File: src/rtl/des_round_ctrl.sv
// Read-domain sequencer for a one-round-per-cycle DES datapath: pops a FIFO block,
// runs the round enables with the key index, hands the result off, and serialises S-box edits.
//
//   state   | meaning
//   --------+-------------------------------------------------------------
//   S_IDLE  | nothing in flight; edit request wins over a pending block
//   S_POP   | one-cycle FIFO pop strobe
//   S_WAIT  | waiting out the remaining FIFO read latency
//   S_LOAD  | load FIFO data into L/R, capture mode, clear round counter
//   S_ROUND | one datapath round per cycle
//   S_DONE  | result valid until downstream accepts it
//   S_EDIT  | one-cycle S-box write, acknowledged to the requester
module des_round_ctrl #(
    parameter int NUM_ROUNDS  = 16,
    parameter int FIFO_RD_LAT = 1,
    localparam int CW = $clog2(NUM_ROUNDS)
) (
    input  logic          rd_clk,
    input  logic          rd_rst,
    input  logic          empty,
    input  logic          mode,
    input  logic          out_ready,
    input  logic          edit_req,
    output logic          rd_incr,
    output logic          load,
    output logic          round_en,
    output logic [CW-1:0] round_idx,
    output logic [CW-1:0] key_idx,
    output logic          last_round,
    output logic          o_valid,
    output logic          sbox_we,
    output logic          edit_ack,
    output logic          busy
);

    typedef enum logic [2:0] {
        S_IDLE, S_POP, S_WAIT, S_LOAD, S_ROUND, S_DONE, S_EDIT
    } state_t;

    localparam int WW = (FIFO_RD_LAT > 1) ? $clog2(FIFO_RD_LAT) : 1;
    localparam logic [WW-1:0] WAIT_INIT = WW'((FIFO_RD_LAT > 1) ? FIFO_RD_LAT - 2 : 0);
    localparam logic [CW-1:0] LAST_IDX  = CW'(NUM_ROUNDS - 1);

    state_t        state;
    state_t        state_nx;
    state_t        next_job;
    logic [CW-1:0] rnd_cnt;
    logic [WW-1:0] wait_cnt;
    logic          mode_q;

    always_ff @(posedge rd_clk) begin
        if (rd_rst) begin
            state    <= S_IDLE;
            rnd_cnt  <= '0;
            wait_cnt <= '0;
            mode_q   <= 1'b1;
        end else begin
            state <= state_nx;
            case (state)
                S_POP:   wait_cnt <= WAIT_INIT;
                S_WAIT:  if (wait_cnt != '0) wait_cnt <= wait_cnt - 1'b1;
                S_LOAD: begin
                    mode_q  <= mode;
                    rnd_cnt <= '0;
                end
                // counter parks on the last index; LOAD clears it for the next block
                S_ROUND: if (rnd_cnt != LAST_IDX) rnd_cnt <= rnd_cnt + 1'b1;
                default: ;
            endcase
        end
    end

    always_comb begin
        next_job = S_IDLE;
        if (edit_req)
            next_job = S_EDIT;
        else if (!empty)
            next_job = S_POP;
    end

    always_comb begin
        state_nx   = state;
        rd_incr    = 1'b0;
        load       = 1'b0;
        round_en   = 1'b0;
        round_idx  = '0;
        key_idx    = '0;
        last_round = 1'b0;
        o_valid    = 1'b0;
        sbox_we    = 1'b0;
        edit_ack   = 1'b0;
        case (state)
            S_IDLE: state_nx = next_job;
            S_POP: begin
                rd_incr  = 1'b1;
                state_nx = (FIFO_RD_LAT == 1) ? S_LOAD : S_WAIT;
            end
            S_WAIT: if (wait_cnt == '0) state_nx = S_LOAD;
            S_LOAD: begin
                load     = 1'b1;
                state_nx = S_ROUND;
            end
            S_ROUND: begin
                round_en   = 1'b1;
                round_idx  = rnd_cnt;
                key_idx    = mode_q ? rnd_cnt : (LAST_IDX - rnd_cnt);
                last_round = (rnd_cnt == LAST_IDX);
                if (rnd_cnt == LAST_IDX) state_nx = S_DONE;
            end
            S_DONE: begin
                o_valid = 1'b1;
                if (out_ready) state_nx = next_job;
            end
            S_EDIT: begin
                sbox_we  = 1'b1;
                edit_ack = 1'b1;
                state_nx = S_IDLE;
            end
            default: state_nx = S_IDLE;
        endcase
    end

    assign busy = (state != S_IDLE);

endmodule

File: config.mk
export PLATFORM = sky130hd
export DESIGN_NAME = des_round_ctrl
export DESIGN_NICKNAME = d
export VERILOG_FILES = /design/src/rtl/des_round_ctrl.sv
export SDC_FILE = /design/constraint.sdc
export NUM_CORES = 1
export LEC_CHECK = 0
export BUFFER_PORTS_ARGS = -buffer_cell sky130_fd_sc_hd__buf_2
export CORE_AREA = 3 3 40 42
export CTS_CLUSTER_SIZE = 25
export DETAILED_ROUTE_END_ITERATION = 8
export DIE_AREA = 0 0 43 45
export PLACE_DENSITY = 0.8
export SETUP_SLACK_MARGIN = 0.05
export SLEW_MARGIN = 15
export SYNTH_ARGS = -nofsm -noshare
export SYNTH_HDL_FRONTEND = slang
export SYNTH_SLANG_ARGS = --single-unit
export TNS_END_PERCENT = 30
File: constraint.sdc
create_clock -name rd_clk -period 4.7 [get_ports rd_clk]
set_input_delay 0.47 -clock rd_clk [delete_from_list [all_inputs] [get_ports rd_clk]]
set_output_delay 0.47 -clock rd_clk [all_outputs]
set_load 0.005 [all_outputs]
==> impl_results.html <==
<table>
<tr><th>Metric</th><th>Value</th></tr>
<tr><th colspan="2">STA</th></tr>
<tr><td>Number of setup violations in the final report</td><td>0</td></tr>
<tr><td>Hold violation total from the final report</td><td>0</td></tr>
<tr><td>Setup tns final</td><td>0 ps</td></tr>
<tr><td>Smallest setup slack after layout</td><td>2550 ps</td></tr>
<tr><td>Post-layout min period</td><td>2150 ps</td></tr>
<tr><td>Actual slew at the worst max-slew pin</td><td>334 ps</td></tr>
<tr><td>Hold WS</td><td>441 ps</td></tr>
<tr><td>Setup repair after global routing missed its margin</td><td>false</td></tr>
<tr><td>Share of the cycle needed by the critical path after routing</td><td>45.7%</td></tr>
<tr><td>Relative max-transition margin</td><td>77.7%</td></tr>
<tr><td>Max Slew Vio Count</td><td>0</td></tr>
<tr><td>Final Skew</td><td>8.28 ps</td></tr>
<tr><td>Achievable clock frequency</td><td>465 MHz</td></tr>
<tr><th colspan="2">Synthesis</th></tr>
<tr><td>Share of synthesized area occupied by flip-flops and latches</td><td>27.3%</td></tr>
<tr><td>Share of synthesized cell area in and, or, nand and nor gates</td><td>32.2%</td></tr>
<tr><td>Arithmetic-cell share of the synthesized area counting full adders, half adders and majority gates</td><td>2.13%</td></tr>
<tr><td>Post-synthesis compound-gate area fraction</td><td>22.2%</td></tr>
<tr><td>Synth area leader</td><td>dfxtp_1</td></tr>
<tr><td>Avg Cell Area, Syn</td><td>7.43 um^2</td></tr>
<tr><td>Post-synthesis cell type count</td><td>28</td></tr>
<tr><td>Multiplexer share of the synthesized area</td><td>1.92%</td></tr>
<tr><td>Synth top area cells</td><td>dfxtp_1 (27%), nor2_1 (7.7%), xor2_1 (6.0%), o211ai_1 (5.1%), a2111oi_4 (4.7%)</td></tr>
<tr><td>Synthesized flop and latch total</td><td>8</td></tr>
<tr><td>Ys Warns</td><td>0</td></tr>
<tr><td>Dominant combinational cell family by area after synthesis</td><td>simple AND/OR/NAND/NOR gates</td></tr>
<tr><td>Net Count, Synth</td><td>86</td></tr>
<tr><td>Summed instance area of the synthesized netlist</td><td>587 um^2</td></tr>
<tr><td>Area share of the largest cell type after synthesis</td><td>27.3%</td></tr>
<tr><td>Cell count after synthesis</td><td>79</td></tr>
<tr><td>Post-Synth XOR/XNOR Area</td><td>5.97%</td></tr>
<tr><th colspan="2">Route</th></tr>
<tr><td>Via count</td><td>585</td></tr>
<tr><td>Remaining antenna violation count</td><td>0</td></tr>
<tr><td>Violation count after the first detailed-routing iteration</td><td>13</td></tr>
<tr><td>Post-DR wirelength/cell</td><td>11.5 um</td></tr>
<tr><td>Vias/cell</td><td>5.32</td></tr>
<tr><td>Drt pass-1 iters</td><td>4</td></tr>
<tr><td>Wirelength, routed</td><td>1260 um</td></tr>
<tr><td>DR DRC count</td><td>0</td></tr>
<tr><th colspan="2">Global route</th></tr>
<tr><td>Final global-route overflow total</td><td>0</td></tr>
<tr><td>Gr busiest metal</td><td>met2</td></tr>
<tr><td>Via count of the first global-routing pass</td><td>500</td></tr>
<tr><td>Pin count of the biggest net entering global routing</td><td>14</td></tr>
<tr><td>Wire length of the first global-routing pass</td><td>2100 um</td></tr>
<tr><td>GR Layer Usage met3</td><td>2.39%</td></tr>
<tr><td>Overall fraction of global-route tracks in use</td><td>14.3%</td></tr>
<tr><td>Initial antenna violation count</td><td>0</td></tr>
<tr><td>Met1 Usage GRT</td><td>18.1%</td></tr>
<tr><td>Met2 track demand over resource in global routing</td><td>22.8%</td></tr>
<tr><th colspan="2">Die</th></tr>
<tr><td>Std cell rows</td><td>13</td></tr>
<tr><td>Area of the die</td><td>0.00194 mm^2</td></tr>
<tr><td>Vertical die dimension</td><td>45 um</td></tr>
<tr><td>Die extent in x</td><td>43 um</td></tr>
<tr><td>I/O pins</td><td>22</td></tr>
<tr><td>Core ar.</td><td>0.00128 mm^2</td></tr>
<tr><td>Initial core utilization</td><td>45.7%</td></tr>
<tr><th colspan="2">Place</th></tr>
<tr><td>Detailed Place HPWL</td><td>922 um</td></tr>
<tr><td>Placed cells</td><td>107</td></tr>
<tr><td>Placer Congestion</td><td>0.788</td></tr>
<tr><td>Post-Place Setup Slack</td><td>2820 ps</td></tr>
<tr><td>Number of port buffers</td><td>21</td></tr>
<tr><th colspan="2">Clock network</th></tr>
<tr><td>Clock latency of the later-clocked register in the worst-skew pair</td><td>250 ps</td></tr>
<tr><td>CTS max path bufs</td><td>2</td></tr>
<tr><td>Total number of H-tree levels</td><td>1</td></tr>
<tr><td>Sink Count</td><td>8</td></tr>
<tr><td>Number of gates resized after CTS</td><td>0</td></tr>
<tr><td>TritonCTS clock tree</td><td>yes</td></tr>
<tr><td>CTS clock-pin slew for the worst setup and hold paths</td><td>60 ps</td></tr>
<tr><td>Hold-fix buffers, CTS</td><td>0</td></tr>
<tr><td>Post-CTS Setup Bufs</td><td>0</td></tr>
<tr><td>Clock buffers created by TritonCTS</td><td>3</td></tr>
<tr><td>Clock root cell</td><td>clkbuf_4</td></tr>
<tr><th colspan="2">Hold path</th></tr>
<tr><td>Hold-critical path depth</td><td>3</td></tr>
<tr><td>Hold/Removal Path Class</td><td>input port to register</td></tr>
<tr><th colspan="2">Setup path</th></tr>
<tr><td>Category of the most critical setup path</td><td>register to output pin</td></tr>
<tr><td>CP Launch Type</td><td>register</td></tr>
<tr><td>Max stage delay on crit path</td><td>520 ps</td></tr>
<tr><td>Maximum fanout along the worst path</td><td>13</td></tr>
<tr><td>Capturing element type of the critical path</td><td>output pin</td></tr>
<tr><td>Crit path cell chain</td><td>or3b_4 &gt; inv_1 &gt; and2_1 &gt; buf_2</td></tr>
<tr><td>Arr. time, crit path</td><td>1680 ps</td></tr>
<tr><td>Worst reg2reg path depth</td><td>3</td></tr>
<tr><td>Highest-delay cell along the critical path</td><td>dfxtp_1</td></tr>
<tr><td>WP data required</td><td>4230 ps</td></tr>
<tr><th colspan="2">Finish</th></tr>
<tr><td>Diode count</td><td>0</td></tr>
<tr><td># nets final</td><td>104</td></tr>
<tr><td>Share of layout cells above drive strength 1</td><td>28.4%</td></tr>
<tr><td>Non-Filler Instances</td><td>110</td></tr>
<tr><td>Layout-stage area growth over the synthesis result</td><td>19.2%</td></tr>
<tr><th colspan="2">Power and ir drop</th></tr>
<tr><td>Reported leakage power</td><td>0.319 nW</td></tr>
<tr><td>Sum of internal, switching and leakage power</td><td>0.299 mW</td></tr>
<tr><td>P per Cell Area</td><td>427 mW/mm^2</td></tr>
<tr><td>IR drop worst, VDD</td><td>0.227 mV</td></tr>
<tr><th colspan="2">Status</th></tr>
<tr><td>Outcome</td><td>complete, no violations</td></tr>
<tr><th colspan="2">Run</th></tr>
<tr><td>Count of max-cap constraint violations</td><td>0</td></tr>
</table>
[sequential cells by signal, summed over array words and instances (netlist names)]
name     count
state        3
mode_q       1
rnd_cnt      4
[path summary, 6_finish.rpt]
path                   start      endpoint  slack (ps)
setup / recovery    state[2]  round_idx[0]        2550
hold / removal          mode        mode_q         440
setup reg to reg    state[2]    rnd_cnt[3]        2870
hold reg to reg   rnd_cnt[1]    rnd_cnt[1]         560
[Yosys cell counts]
cell type	n
nor3b_1	1
or3_1	2
nand2b_1	1
and3_1	1
nor3_1	1
nand3b_1	3
and2_1	3
o21ai_0	4
dfxtp_1	8
buf_4	1
ha_1	1
buf_1	1
o32a_1	1
nor2_1	12
a21boi_0	1
a2111oi_4	1
mux2_1	1
or3b_4	1
o211ai_1	4
and3b_1	1
nand3_1	2
nor4_1	2
a21oi_1	5
xor2_1	4
inv_1	4
o21ba_2	1
clkbuf_1	6
nand2_1	6
[layout make-up]
type	count	area, um^2
fill	135	586
multi-input combinational	59	378
sequential	8	160
timing repair buffer	21	105
clock buffer	3	22.5
tap	15	18.8
inverter	4	15.0
[cells in the final DEF, fill, tap and decap left out]
cell type,count
a2111oi_4,1
a21boi_0,1
a21oi_1,5
and2_1,3
and3_1,1
and3b_1,1
buf_2,21
clkbuf_4,3
dfxtp_1,8
ha_1,1
inv_1,4
mux2_1,1
nand2_1,6
nand2b_1,1
nand3_1,2
nand3b_1,3
nor2_1,12
nor3_1,1
nor3b_1,1
nor4_1,2
o211ai_1,4
o21ai_0,4
o21ba_2,1
o32a_1,1
or3_1,2
or3b_4,1
xor2_1,4
[cells by family (layout without fill, tap and decap cells)]
group                      after synthesis  in the layout
buffers and inverters                   12             28
and+or+nand+nor                         36             36
AOI/OAI and AO/OA                       17             17
adders and majority gates                1              1
muxes                                    1              1
DFF                                      8              8
xor gates and xnor gates                 4              4
[layer usage]
metal	share of wire (%)	wire, um	vias up
met3	8.8	111	2
met5	0	0	-
met1	43	547	257
met2	47	593	23
li1	-	-	303
met4	0.63	8	0
[worst max-delay path: cells and delay by family, from the launching register on]
kind	cells	cell delay, ps
buffers and inverters	2	260
flip-flops	1	520
AND/OR/NAND/NOR	2	650
[stage by stage]
| step | util, % | cell area, um^2 |
|---|---|---|
| final | 54.4 | 699 |
| after global routing | 54.4 | 699 |
| after CTS | 54.4 | 699 |
| after detailed placement | 52.7 | 677 |
| after global placement | 52.7 | 677 |
| after floorplan | - | 587 |
[power breakdown]
group	leakage [nW]	switching, mW	internal, mW
clock network	0.0138	0.0224	0.0292
logic	0.240	0.0602	0.0641
registers	0.0655	0.0380	0.0847
Power figures use the tool's default switching activity.
